<file path="src/rtl/fetch_unit.sv">
// Instruction-fetch stage: owns the PC, drives a synchronous instruction memory and
// aligns its one-cycle-late word with the matching PC at the IF/ID boundary.
`timescale 1ns/1ps
module fetch_unit #(
  parameter int                  PC_WIDTH  = 32,
  parameter logic [PC_WIDTH-1:0] RESET_PC  = {PC_WIDTH{1'b0}},
  parameter int                  CNT_WIDTH = 16
) (
  input  logic                 clk,
  input  logic                 rst_n,
  input  logic                 stall,
  input  logic                 redirect,
  input  logic [PC_WIDTH-1:0]  redirect_pc,
  output logic [PC_WIDTH-1:0]  imem_addr,
  input  logic [31:0]          imem_inst,
  output logic [31:0]          ifid_inst,
  output logic [PC_WIDTH-1:0]  ifid_pc,
  output logic                 ifid_valid,
  output logic [CNT_WIDTH-1:0] fetch_count
);

  typedef enum logic [1:0] {
    FILL = 2'd0,
    RUN  = 2'd1,
    HOLD = 2'd2
  } state_t;

  localparam logic [PC_WIDTH-1:0]  PC_ONE  = {{(PC_WIDTH-1){1'b0}}, 1'b1};
  localparam logic [CNT_WIDTH-1:0] CNT_ONE = {{(CNT_WIDTH-1){1'b0}}, 1'b1};

  state_t              state_r;
  logic [PC_WIDTH-1:0] pc_r;
  logic [PC_WIDTH-1:0] pend_pc_r;
  logic                pend_valid_r;

  // Memory address mux; a stall replays the pending address so the memory keeps
  // returning the word that is still owed to decode.
  always_comb begin
    imem_addr = pc_r;
    if (!rst_n) begin
      imem_addr = RESET_PC;
    end else if (redirect) begin
      imem_addr = redirect_pc;
    end else if (stall) begin
      imem_addr = pend_pc_r;
    end else begin
      imem_addr = pc_r;
    end
  end

  // PC, pending-read tracking, IF/ID register, delivered counter and state.
  always_ff @(posedge clk or negedge rst_n) begin
    if (!rst_n) begin
      pc_r         <= RESET_PC;
      pend_pc_r    <= RESET_PC;
      pend_valid_r <= 1'b0;
      ifid_inst    <= 32'd0;
      ifid_pc      <= {PC_WIDTH{1'b0}};
      ifid_valid   <= 1'b0;
      fetch_count  <= {CNT_WIDTH{1'b0}};
      state_r      <= FILL;
    end else if (redirect) begin
      pc_r         <= redirect_pc + PC_ONE;
      pend_pc_r    <= redirect_pc;
      pend_valid_r <= 1'b1;
      ifid_inst    <= 32'd0;
      ifid_valid   <= 1'b0;
      state_r      <= RUN;
    end else if (stall) begin
      case (state_r)
        FILL:    state_r <= FILL;
        RUN:     state_r <= HOLD;
        HOLD:    state_r <= HOLD;
        default: state_r <= HOLD;
      endcase
    end else begin
      ifid_inst    <= imem_inst;
      ifid_pc      <= pend_pc_r;
      ifid_valid   <= pend_valid_r;
      pend_pc_r    <= pc_r;
      pend_valid_r <= 1'b1;
      pc_r         <= pc_r + PC_ONE;
      state_r      <= RUN;
      if (pend_valid_r) begin
        fetch_count <= fetch_count + CNT_ONE;
      end
    end
  end

endmodule

</file>
<file path="config.mk">
export PLATFORM = sky130hd
export DESIGN_NAME = fetch_unit
export DESIGN_NICKNAME = d
export VERILOG_FILES = /design/src/rtl/fetch_unit.sv
export SDC_FILE = /design/constraint.sdc
export NUM_CORES = 1
export LEC_CHECK = 0
export CORE_AREA = 5 5 144 146
export DETAILED_ROUTE_END_ITERATION = 8
export DIE_AREA = 0 0 149 151
export PLACE_DENSITY = 0.73
export SETUP_SLACK_MARGIN = 0.1
export SLEW_MARGIN = 20
export SYNTH_ARGS = -nofsm -noshare
export SYNTH_HDL_FRONTEND = slang
export SYNTH_SLANG_ARGS = --single-unit
</file>
<file path="constraint.sdc">
create_clock -name clk -period 2.9 [get_ports clk]
set_input_delay 0.58 -clock clk [delete_from_list [all_inputs] [get_ports clk]]
set_output_delay 0.58 -clock clk [all_outputs]
set_load 0.02 [all_outputs]
</file>
# Word level (Yosys, flattened, before mapping)
# Cells that the tools add are included.
# op_classes
add_sub_neg	3
n_eq_ne	1
n_reduce_logical	2
mux	11
n_bitwise	2
# ops
operator	n
$mux 32	7
$add 32x1->32 const B	2
$add 16x1->16 const B	1
$mux 1	4
$reduce_and 3->1	1
$ne 2x1->1 const B	1
$not 1->1	2
$reduce_and 2->1	1
# totals
regBits	146
elab_cells	26

# Longest topological paths before layout
# depth
ltp_word	3
mapped_depth	15
mapped_depth_nobuf	9

# Worst setup path before layout
# OpenSTA, ideal clock, no wires.
# synth_timing
path_type	input to register
from	in redirect
to	reg pc_r[22]
setup_slack_ns	-0.329
path_stages	15
arrival_time_ns	3.099
cell_sequence	buf_2 buf_2 clkbuf_1 clkbuf_1 buf_2 clkbuf_1 o21ai_0 ha_1 inv_1 a221oi_4 nand3_2 buf_2 nor3_1 xnor2_1 mux2i_1
# synth_between
elab_chain_cells	1
elab_cells_between_ends	2
classes_between	1 x eq/ne; 1 x mux
# synth_lines
element	line_no	source
start: declaration	12	input logic redirect,
$ne 2x1->1 (no line) / $mux 32 (equally long branches)	-	
end signal: assignment	63	pc_r <= redirect_pc + PC_ONE;
end signal: assignment	82	pc_r <= pc_r + PC_ONE;
end: declaration	32	logic [PC_WIDTH-1:0] pc_r;
# Several ways; a longest one is shown, not always the timed one.
# A chain may end at the register's enable or synchronous reset.

# Worst setup path after layout
# layout_timing
from	in redirect_pc[3]
to	out imem_addr[3]
# layout_between
elab_chain_cells	2
# layout_lines
element	line_no	source
start: declaration	13	input logic [PC_WIDTH-1:0] redirect_pc,
$mux 32	-	
$mux 32	40	if (!rst_n) begin
end: declaration	14	output logic [PC_WIDTH-1:0] imem_addr,
# No other way between the ends.

==> results.py <==
metrics = {
    "synth": {
        "synth-edff-count": 0,
        "yosysSeqAreaShare": 0.4863,
        "synth.top_cell.area_share": 0.4863,
        "synthTopCellsByArea": "dfrtp_1 (49%), mux2i_1 (11%), xnor2_1 (6.5%)",
        "synth_area_per_cell_sq_um": 10.49,
        "yosys_most_used_dff": "dfrtp_1",
        "async_flop_share": 1.000,
        "synthCells": 716,
        "ys_ff_latch": 146,
        "synthTopCellsByCount": "dfrtp_1 (146), mux2i_1 (85), nor2_1 (66), nand2_1 (60), xnor2_1 (56)",
        "synth_top_cell_by_area": "dfrtp_1",
        "syn_area_sq_um": 7513,
        "synth_most_common_cell": "dfrtp_1",
        "syn_nets": 786,
        "ys_warn_count": 0,
        "ys_types": 48,
    },
    "sta": {
        "tightest_slew_ns": 0.4119,
        "finalCritPeriodShare": 0.9538,
        "period_needed_ns": 2.766,
        "setup_tns_ns": 0,
        "grt_setup_unrepaired": "false",
        "hold_slack_ns": 0.01813,
        "setup_viol": 0,
        "finalHoldViolCount": 0,
        "maxSlewViolCount": 0,
        "finalClockSkew_ns": 0.01220,
        "relSlewSlack": 0.7247,
        "finalWorstSetupSlack_ns": 0.1338,
        "timing.fmax_mhz": 361.5,
    },
    "worst_setup_path": {
        "required_ns": 2.32,
        "crit_path_max_incr_delay_ns": 0.62,
        "critPathTopFamily": "buffers and inverters",
        "crit_path_top_delay_cell": "clkdlybuf4s50_1",
        "cp-start-kind": "input pin",
        "crit_type": "in2out",
        "crit_chain": "clkdlybuf4s50_1, nand2_1, o21ai_0, and2_1, clkdlybuf4s50_1",
        "path_buf_inv": 2,
        "cp_max_fo": 5,
        "cpMostUsedCell": "clkdlybuf4s50_1",
        "end_kind": "output port",
        "arrival_ns": 2.19,
    },
    "route": {
        "drc": 0,
        "drtPass1Iterations": 6,
        "via_per_inst": 4.980,
        "ant_nets": 0,
        "drt_wl_total_mm": 19.76,
        "wire_per_inst_microns": 16.29,
        "dr_total_vias": 6041,
        "drtIter0Drc": 306,
    },
    "grt": {
        "grt_overflow_total": 0,
        "antenna_found_initial": 0,
        "first_global_vias": 6268,
        "grt_usage": 0.1801,
        "grt_max_degree": 50,
        "grt_pass1_wl_mm": 32.53,
    },
    "power": {
        "combPwrFrac": 0.231,
        "p_clk_frac": 0.372,
        "max-vdd-ir-drop_mv": 0.4055,
        "power_frac_seq": 0.398,
        "power_density_nw_per_um2": 587.7,
        "p_leak_nw": 4.650,
        "p_sw_mw": 1.877,
        "total_power_mw": 6.287,
        "switching_share": 0.2986,
        "p_int_mw": 4.410,
    },
    "outcome": {
        "outcome": "completed",
    },
    "layout": {
        "drive_gt1_frac": 0.1582,
        "fillers": 1674,
        "fin_nets": 1005,
        "ff_latch_area_sq_um": 3654,
        "multi_input_area_sq_um": 3734,
        "final_core_util": 0.5551,
        "diodes": 0,
        "area_growth_pct": 42.38,
    },
    "clock_tree": {
        "numClockSinks": 146,
        "cts_buffers": 17,
        "ctsHtreeMaxLevel": 4,
        "post_cts_buffers": 0,
        "clock_latency_ns": 0.43,
        "cts_tree": "done",
        "cts-root-buf": "clkbuf_16",
        "path_clk_slew_ns": 0.07,
        "clockBufferDepth": 2,
    },
    "place": {
        "hpwl_mm": 14.76,
        "routabilityCongestion": 0.8221,
        "dp_slack_ns": 0.1011,
        "portBuffers": 180,
    },
    "hold_path": {
        "hp-class": "in2async",
    },
    "die": {
        "initial_core_util": 0.3899,
        "ios": 181,
        "core-area_sq_um": 19270,
        "num_rows": 51,
        "dieArea_sq_um": 22500,
        "die_w_microns": 149,
        "die_h_microns": 151,
    },
    "run": {
        "max_cap_violations": 0,
    },
}
==> kinds of logic after synthesis <==
group / count (synthesis) / share of synthesized area
flops: 146 / 0.4863
xor+xnor: 73 / 0.08510
buf+inv: 44 / 0.02465
fa+ha+maj: 2 / 0.003330
compound gates: 75 / 0.06178
mux: 119 / 0.1642
simple gates: 257 / 0.1747
==> layer usage <==
metal  part of all wire  track usage  wire length, microns
met5                  0            0                     0
met4              0.012      0.04897                   231
met3              0.054      0.04099                  1072
met2               0.47       0.2917                  9317
met1               0.46       0.2448                  9140
==> power groups by stage <==
| stage | Sequential [mW] | Clock [mW] | Combinational, mW |
|---|---|---|---|
| after floorplan | 2.68 | 0 | 0.568 |
| after global placement | 2.53 | 0 | 1.44 |
| after detailed placement | 2.54 | 0 | 1.46 |
| after CTS | 2.50 | 2.39 | 1.47 |
| after global routing | 2.54 | 2.48 | 1.57 |
| final | 2.50 | 2.34 | 1.45 |
==> state kept, by name, summed over array words and instances (netlist names) <==
| register | cells |
|---|---|
| pend_pc_r | 32 |
| ifid_inst | 32 |
| ifid_valid | 1 |
| pend_valid_r | 1 |
| pc_r | 32 |
| ifid_pc | 32 |
| fetch_count | 16 |
==> repair_timing <==
item                       4_1_cts  5_1_grt
setup endpoints to repair        0       17
hold buffers                     0        0
gates resized for setup          0       17
==> worst paths after layout <==
| kind | start | end | slack, ns | cells past startpoint |
|---|---|---|---|---|
| setup / recovery | redirect_pc[3] | imem_addr[3] | 0.13 | 5 |
| setup reg to reg | pc_r[16] | pc_r[27] | 0.75 | 8 |
| min in group clk | fetch_count[15] | fetch_count[15] | 0.47 | 1 |
| hold reg to reg | fetch_count[15] | fetch_count[15] | 0.47 | 1 |
| max in group asynchronous | rst_n | ifid_inst[29] | 2.17 | 3 |
| hold / removal | rst_n | pc_r[4] | 0.02 | 1 |
==> layout by cell type, fill, tap and decap left out, drive strengths merged, types with 12 or more instances in the layout <==
master and instances:
nor2 66, nand3b 14, a21oi 12, nand3 31
o21ai 42, xnor2 56, mux2 34, dfrtp 146
buf 63, clkbuf 17, xor2 17, mux2i 85
clkdlybuf4s50 167, nand4 13, nor3 16, nand2 60
and2 34
==> worst register-to-register path, cell delays in order, from the launching register on <==
cell and delay (ns):
dfrtp_1 0.48, nand3b_4 0.13, a222oi_1 0.36, buf_4 0.18, nand4_1 0.21, buf_4 0.22
nor3_1 0.22, xnor2_1 0.15, mux2i_1 0.09
==> layout make-up <==
type                       count  share of cell area
clock buffer                  17             0.03977
timing repair buffer         240              0.2191
inverter                       4            0.001404
sequential                   146              0.3415
clock inverter                15             0.01825
tap                          265             0.03099
multi-input combinational    526              0.3490
==> metrics by stage <==
stage | instances | area (sq um)
floorplan | 716 | 7620
finish | 1213 | 10700
CTS | 1213 | 10670
global placement | 1181 | 10040
global route | 1213 | 10700
detailed placement | 1181 | 10040
Note: power is estimated with default switching activity, not from simulation.
